==> config.mk <==
export PLATFORM = sky130hd
export DESIGN_NAME = multicycle_ctrl
export DESIGN_NICKNAME = d
export VERILOG_FILES = /design/src/rtl/multicycle_ctrl.sv
export SDC_FILE = /design/constraint.sdc
export NUM_CORES = 1
export LEC_CHECK = 0
export CAP_MARGIN = 20
export CORE_MARGIN = 2
export CORE_UTILIZATION = 36
export CTS_CLUSTER_SIZE = 28
export DETAILED_ROUTE_END_ITERATION = 10
export PLACE_DENSITY = 0.75
export SYNTH_ARGS = -nofsm -noshare
export SYNTH_HDL_FRONTEND = slang
export SYNTH_SLANG_ARGS = --single-unit
==> constraint.sdc <==
create_clock -name clk -period 1.5 [get_ports clk]
set_input_delay 0.225 -clock clk [delete_from_list [all_inputs] [get_ports clk]]
set_output_delay 0.225 -clock clk [all_outputs]
set_load 0.02 [all_outputs]
==> src/rtl/multicycle_ctrl.sv <==
// Main control FSM for a multi-cycle RV32I datapath.
// State-decoded strobes are gated low combinationally while reset is asserted.
module multicycle_ctrl (
  input  logic       clk,
  input  logic       reset,
  input  logic [6:0] op,
  input  logic       branch_taken,
  input  logic       mem_ready,
  output logic       mem_req,
  output logic       AdrSrc,
  output logic       MemWrite,
  output logic       IRWrite,
  output logic       PCWrite,
  output logic       RegWrite,
  output logic [1:0] ResultSrc,
  output logic [1:0] ALUSrcA,
  output logic [1:0] ALUSrcB,
  output logic [1:0] ALUOp,
  output logic [2:0] immSrc,
  output logic       illegal,
  output logic [3:0] state
);

  localparam int unsigned STATE_W = 4;

  localparam logic [3:0] S_FETCH    = 4'd0;
  localparam logic [3:0] S_DECODE   = 4'd1;
  localparam logic [3:0] S_MEMADR   = 4'd2;
  localparam logic [3:0] S_MEMREAD  = 4'd3;
  localparam logic [3:0] S_MEMWB    = 4'd4;
  localparam logic [3:0] S_MEMWRITE = 4'd5;
  localparam logic [3:0] S_EXECUTER = 4'd6;
  localparam logic [3:0] S_EXECUTEI = 4'd7;
  localparam logic [3:0] S_ALUWB    = 4'd8;
  localparam logic [3:0] S_BRANCH   = 4'd9;
  localparam logic [3:0] S_JAL      = 4'd10;
  localparam logic [3:0] S_JALR_ADR = 4'd11;
  localparam logic [3:0] S_JALR_JMP = 4'd12;
  localparam logic [3:0] S_LUI      = 4'd13;
  localparam logic [3:0] S_AUIPC    = 4'd14;

  localparam logic [6:0] OP_LOAD   = 7'b0000011;
  localparam logic [6:0] OP_STORE  = 7'b0100011;
  localparam logic [6:0] OP_RTYPE  = 7'b0110011;
  localparam logic [6:0] OP_ITYPE  = 7'b0010011;
  localparam logic [6:0] OP_BRANCH = 7'b1100011;
  localparam logic [6:0] OP_JAL    = 7'b1101111;
  localparam logic [6:0] OP_JALR   = 7'b1100111;
  localparam logic [6:0] OP_LUI    = 7'b0110111;
  localparam logic [6:0] OP_AUIPC  = 7'b0010111;

  logic [STATE_W-1:0] state_q, state_d;
  logic mem_req_c, mem_write_c, ir_write_c, pc_write_c, reg_write_c, illegal_c;

  always_ff @(posedge clk) begin
    if (reset) state_q <= S_FETCH;
    else       state_q <= state_d;
  end

  // Immediate format follows the opcode regardless of state.
  always_comb begin
    immSrc = 3'b000;
    case (op)
      OP_BRANCH:          immSrc = 3'b001;
      OP_STORE:           immSrc = 3'b010;
      OP_JAL:             immSrc = 3'b011;
      OP_LUI, OP_AUIPC:   immSrc = 3'b100;
      default:            immSrc = 3'b000;
    endcase
  end

  always_comb begin
    state_d     = S_FETCH;
    mem_req_c   = 1'b0;
    AdrSrc      = 1'b0;
    mem_write_c = 1'b0;
    ir_write_c  = 1'b0;
    pc_write_c  = 1'b0;
    reg_write_c = 1'b0;
    illegal_c   = 1'b0;
    ResultSrc   = 2'b00;
    ALUSrcA     = 2'b00;
    ALUSrcB     = 2'b00;
    ALUOp       = 2'b00;
    case (state_q)
      S_FETCH: begin
        mem_req_c  = 1'b1;
        ALUSrcB    = 2'b10;
        ResultSrc  = 2'b10;
        ir_write_c = mem_ready;
        pc_write_c = mem_ready;
        state_d    = mem_ready ? S_DECODE : S_FETCH;
      end
      S_DECODE: begin
        ALUSrcA = 2'b01;
        ALUSrcB = 2'b01;
        case (op)
          OP_LOAD, OP_STORE: state_d = S_MEMADR;
          OP_RTYPE:          state_d = S_EXECUTER;
          OP_ITYPE:          state_d = S_EXECUTEI;
          OP_BRANCH:         state_d = S_BRANCH;
          OP_JAL:            state_d = S_JAL;
          OP_JALR:           state_d = S_JALR_ADR;
          OP_LUI:            state_d = S_LUI;
          OP_AUIPC:          state_d = S_AUIPC;
          default: begin
            state_d   = S_FETCH;
            illegal_c = 1'b1;
          end
        endcase
      end
      S_MEMADR: begin
        ALUSrcA = 2'b10;
        ALUSrcB = 2'b01;
        state_d = (op == OP_LOAD) ? S_MEMREAD : S_MEMWRITE;
      end
      S_MEMREAD: begin
        mem_req_c = 1'b1;
        AdrSrc    = 1'b1;
        state_d   = mem_ready ? S_MEMWB : S_MEMREAD;
      end
      S_MEMWB: begin
        ResultSrc   = 2'b01;
        reg_write_c = 1'b1;
      end
      S_MEMWRITE: begin
        mem_req_c   = 1'b1;
        AdrSrc      = 1'b1;
        mem_write_c = 1'b1;
        state_d     = mem_ready ? S_FETCH : S_MEMWRITE;
      end
      S_EXECUTER, S_EXECUTEI: begin
        ALUSrcA = 2'b10;
        ALUSrcB = (state_q == S_EXECUTEI) ? 2'b01 : 2'b00;
        ALUOp   = 2'b10;
        state_d = S_ALUWB;
      end
      S_ALUWB: reg_write_c = 1'b1;
      S_BRANCH: begin
        ALUSrcA    = 2'b10;
        ALUOp      = 2'b01;
        pc_write_c = branch_taken;
      end
      // JAL and JALR_JMP redirect PC from ALUOut and compute the link in the same cycle.
      S_JAL, S_JALR_JMP: begin
        ALUSrcA    = 2'b01;
        ALUSrcB    = 2'b10;
        pc_write_c = 1'b1;
        state_d    = S_ALUWB;
      end
      S_JALR_ADR: begin
        ALUSrcA = 2'b10;
        ALUSrcB = 2'b01;
        state_d = S_JALR_JMP;
      end
      S_LUI, S_AUIPC: begin
        ALUSrcA = (state_q == S_LUI) ? 2'b11 : 2'b01;
        ALUSrcB = 2'b01;
        state_d = S_ALUWB;
      end
      default: state_d = S_FETCH;
    endcase
  end

  assign mem_req  = mem_req_c   & ~reset;
  assign MemWrite = mem_write_c & ~reset;
  assign IRWrite  = ir_write_c  & ~reset;
  assign PCWrite  = pc_write_c  & ~reset;
  assign RegWrite = reg_write_c & ~reset;
  assign illegal  = illegal_c   & ~reset;
  assign state    = state_q;

endmodule

Word-level counts from Yosys, hierarchy flattened
Cells that the tools add are included.
W data, S select, Z words.
{ "totals": {"inputBits": 11, "regBits": 4, "wordCells": 67, "out_inout_bits": 22} }
{ "classes": {"n_bitwise": 7, "eq_ne": 23, "n_reduce_logical": 15, "mux": 21} }
{ "op_table": {"columns": ["op", "count"], "rows": [
  ["$pmux W4 S8", 1],
  ["$eq A4 B4 Y1 const B", 7],
  ["$pmux W4 S7", 1],
  ["$eq A7 B6 Y1 const B", 3],
  ["$eq A7 B7 Y1 const B", 3],
  ["$eq A4 B3 Y1 const B", 4],
  ["$eq A7 B5 Y1 const B", 2],
  ["$reduce_or A2 Y1", 7],
  ["$pmux W2 S3", 2],
  ["$pmux W3 S4", 1],
  ["$reduce_or A5 Y1", 2],
  ["$mux W1", 9],
  ["$mux W3", 3],
  ["$reduce_or A3 Y1", 3],
  ["$reduce_or A9 Y1", 1],
  ["$eq A4 B2 Y1 const B", 2],
  ["$pmux W2 S2", 2],
  ["$eq A7 B2 Y1 const B", 1],
  ["$and A1 B1 Y1", 6],
  ["$reduce_or A6 Y1", 1],
  ["$eq A4 B1 Y1 const B", 1],
  ["$logic_not A4 Y1", 1],
  ["$pmux W1 S3", 1],
  ["$mux W2", 1],
  ["$not A1 Y1", 1]
]} }

Logic depth before layout (Yosys ltp)
{ "logic_depth": {"depth_word": 5, "mapped_depth": 6, "depth_no_buf": 5} }

Worst setup path after synthesis
OpenSTA, ideal clock, no wires.
{ "synth_timing": {"path_kind": "reg-to-output", "startpoint": "reg state_q[0], in the netlist state[0]", "endpoint": "out illegal", "required_time_ns": 1.275, "setup_slack_ns": -0.514, "path_stages_with_launch": 6, "arrival_ns": 1.789, "path_buffers": 1, "cell_sequence": "dfxtp_1 > buf_2 > or4b_4 > nor3_1 > o41ai_1 > a41oi_1"} }
{ "synth_via": {"elab_chain_len": 3} }
{ "synth_lines": {"columns": ["element", "line", "rtl"], "rows": [
  ["start: declaration", "52", "logic [STATE_W-1:0] state_q, state_d;"],
  ["start signal: assignment", "57", "else state_q <= state_d;"],
  ["$eq A4 B1 Y1", "85", "case (state_q)"],
  ["$mux W1", "85", null],
  ["$and A1 B1 Y1", "170", "assign illegal = illegal_c & ~reset;"],
  ["end: declaration", "20", "output logic illegal,"]
]} }
No other way between the ends.

Worst setup path in the final report
{ "layout_timing": {"startpoint": "reg state_q[1], in the netlist state[1]", "endpoint": "out illegal"} }
The elaborated chain is that of the path after synthesis.

==> reports/metrics.csv <==
stage,metric,value,unit
clocking,TritonCTS Buffers,3,
worst_setup_path,FF-to-FF setup slack,-310,ps
sta,post-route setup slack,-501.2,ps
worst_setup_path,r2r endpoint,state[1]$_SDFF_PP0_,
grt,initial antenna violation count,0,
worst_setup_path,CP arrival,1780,ps
floorplan,Die X,47.72,um
pwr,Pint,348.1,uW
sta,final hold vios,0,
floorplan,Row Count,15,
logic_synthesis,register area share after synthesis,11.64,%
logic_synthesis,Ys Warns,0,
logic_synthesis,"Top FF cell, synth",dfxtp_1,
worst_setup_path,crit path from,state[1]$_SDFF_PP0_,
logic_synthesis,synthesized area per cell,6.090,sq um
grt,number of global-route vias before repair,1110,
pwr,Peak VDD IR,0.0005034,V
drt,Via density,6.383,
logic_synthesis,Yosys reg bits,4,
clocking,CTS tree,built,
floorplan,I/O pin cnt,33,
grt,global route overflow,0,
logic_synthesis,Synth area leader,dfxtp_1,
worst_setup_path,CP Data Required Time,1270,ps
drt,Iter 0 DRT Violations,86,
sta,RSZ-0062 raised after global routing,true,
placement,routability cong.,0.8172,
sta,period utilisation layout,133.4,%
placement,Placement Cell Area,1340,sq um
worst_setup_path,CP peak stage delay,520,ps
floorplan,Die Ht,47.72,um
grt,first-pass GRT wire length,4905,um
worst_setup_path,CP max FO,3,
sta,Achievable Freq,0.4997,GHz
pwr,Switch Pwr,232.2,uW
logic_synthesis,top post-synthesis cells by area,"dfxtp_1 (12%), a21oi_1 (9.5%), nor3_1 (7.3%), nand2_1 (7.1%), o21ai_0 (6.5%)",
logic_synthesis,Netlist cell types,32,
sta,worst slew pin tran,389.6,ps
clocking,Root Driver,clkbuf_4,
worst_setup_path,Worst Reg2Reg Path Length in Cells,6,
worst_setup_path,"critical path, cell by cell",or4b_4 > nor3_4 > o41ai_2 > a41oi_2 > buf_4,
layout,design area,1618,sq um
layout,fill count,76,
drt,via count,1334,
placement,"worst slack, placed",-833.7,ps
drt,DRC,0,
logic_synthesis,Post-synth EDFFs,0,
clocking,CTS HTree Levels,1,
worst_setup_path,worst reg2reg startpoint,state[1]$_SDFF_PP0_,
logic_synthesis,Syn Nets,124,
logic_synthesis,Syn Inst Count,113,
sta,Worst Skew,9.118,ps
drt,Post-DRT Antenna Nets,0,
status,violated checks,negative setup slack,
sta,final setup fails,16,
logic_synthesis,top cell type's share of synthesized area,11.64,%
run,MaxCap Viol Count,0,
drt,WL/cell,21.38,um
pwr,fraction of power consumed by sequential logic,18.8,%
clocking,Max clock buf depth,2,
layout,"leading cell type in the layout, fill and taps excluded",buf_4,
pwr,Clk pwr share,25.5,%
worst_setup_path,CP max-delay cell,or4b_4,
drt,highest routed metal layer,met4,
sta,Tmin final,2001,ps
clocking,"CTS clk-pin slew, worst paths",50,ps
layout,Antenna Cells,0,
layout,nets@finish,197,
worst_hold_path,hold crit path type,in -> reg,
pwr,pwr/cell area,358.7,nW/um^2
sta,Slew HR,73.79,%
layout,Area Overhead vs Synth,135.1,%
layout,share of cells above drive strength 1,61.41,%
clocking,clock sink count,4,
drt,Metal-1 WL,1535,um
drt,Pre-antenna DRT Iters,4,
worst_setup_path,WS Path Type,reg -> out,
floorplan,core area,1764,sq um
drt,Routed Wire Length,4469,um
clocking,clk_lat worst skew,250,ps
logic_synthesis,share of flip-flops with an asynchronous set or reset,0,%
pwr,Pleak,0.6918,nW
sta,Slew Limit Fails,0,
status,outcome,finished with violations,
grt,largest net degree at the start of global routing,21,
placement,placed wire-length estimate,2154,um
logic_synthesis,Synth Cell Area,688.2,sq um
drt,met2 wire len,2292,um
pwr,Switching Share,40.01,%
pwr,Combinational Power Share,55.6,%
layout,most frequent cells in the layout,"buf_4 (42), buf_6 (15), nand2_1 (11)",
layout,max reg flops,4,
floorplan,die area,2277,sq um
placement,port buffer count,32,
grt,GRT Resource Usage Total,30.60,%
worst_setup_path,Startpoint Class,register,
floorplan,initial core utilization,39.01,%
worst_setup_path,Worst setup endpoint,illegal,
worst_setup_path,Crit. End Element,output port,
drt,met3 WL post-DR,352,um
[critical path: cells and delay by family, from the launching register on]
kind                   cells  cell delay [ps]
AO/OA/AOI/OAI              2              310
buffers and inverters      1              180
flip-flops                 1              360
AND/OR/NAND/NOR            2              670
[kinds of logic after synthesis]
group           after synthesis  synth area share (%)
flops                         4                 11.64
buf+inv                      13                 8.546
mux                           1                 1.455
compound gates               34                 30.91
xor+xnor                      3                 3.819
simple gates                 58                 43.64
[power groups by stage]
stage / logic (mW) / clock network [mW] / registers (mW)
4_1_cts: 0.268 / 0.142 / 0.111
5_1_grt: 0.335 / 0.156 / 0.110
2_1_floorplan: 0.116 / 0 / 0.115
3_5_place_dp: 0.261 / 0 / 0.112
6_report: 0.323 / 0.148 / 0.109
3_3_place_gp: 0.252 / 0 / 0.112
[worst min path at each step]
stage,start,end,slack [ps],depth (start not counted)
after floorplan,reset,state[2]$_SDFF_PP0_,430,2
after global placement,state[3]$_SDFF_PP0_,state[3]$_SDFF_PP0_,740,3
after detailed placement,state[3]$_SDFF_PP0_,state[3]$_SDFF_PP0_,760,3
after CTS,op[3],state[0]$_SDFF_PP0_,610,4
after global routing,op[3],state[0]$_SDFF_PP0_,690,4
final,op[6],state[1]$_SDFF_PP0_,630,6
[timing repair]
action / CTS / global route
pin swaps: 9 / 4
gates resized for setup: 119 / 43
endpoints found under the hold margin: 0 / 0
buffers inserted: 5 / 3
endpoints found under the setup margin: 26 / 20
cloned: 0 / 1
hold buffers: 0 / 0
[cell type report]
| cell class | instances | area, sq um | share of cell area (%) |
|---|---|---|---|
| inverters | 3 | 16.27 | 1.005 |
| flip-flops and latches | 4 | 87.58 | 5.414 |
| repair buffers | 78 | 694.4 | 42.92 |
| multi-input cells | 96 | 765.7 | 47.33 |
| well taps | 25 | 31.28 | 1.933 |
| clock buffers | 3 | 22.52 | 1.392 |
[cells in the mapped netlist, types with 2 or more instances]
library cell	instances
a21oi_1	13
nand2_1	13
nor2_1	11
nor3_1	10
o21ai_0	9
nor2b_1	6
clkbuf_1	5
dfxtp_1	4
nand3_1	4
inv_1	3
nor4_1	3
or3_1	3
xnor2_1	3
a211o_1	2
a211oi_1	2
a2bb2oi_1	2
buf_1	2
buf_2	2
nand2b_1	2
o31ai_1	2
[per-layer routing]
metal	global-route usage [%]	vias to the layer above
met2	55.73	102
met5	0	-
met4	20.00	0
met1	32.81	647
li1	-	555
met3	3.396	30
[metrics by stage]
stage	setup TNS (ps)	util (%)	instances	power, mW	hold WS (ps)
2_1_floorplan	-748.2	-	113	0.2317	429.9
3_3_place_gp	-8225	75.96	197	0.3643	737.6
3_5_place_dp	-9291	75.96	197	0.3728	755.9
4_1_cts	-2459	81.21	205	0.5211	605.8
5_1_grt	-4104	91.70	209	0.5998	685.2
6_report	-3299	91.70	209	0.5803	633.5
No activity file was read; power rests on OpenSTA's default activity.
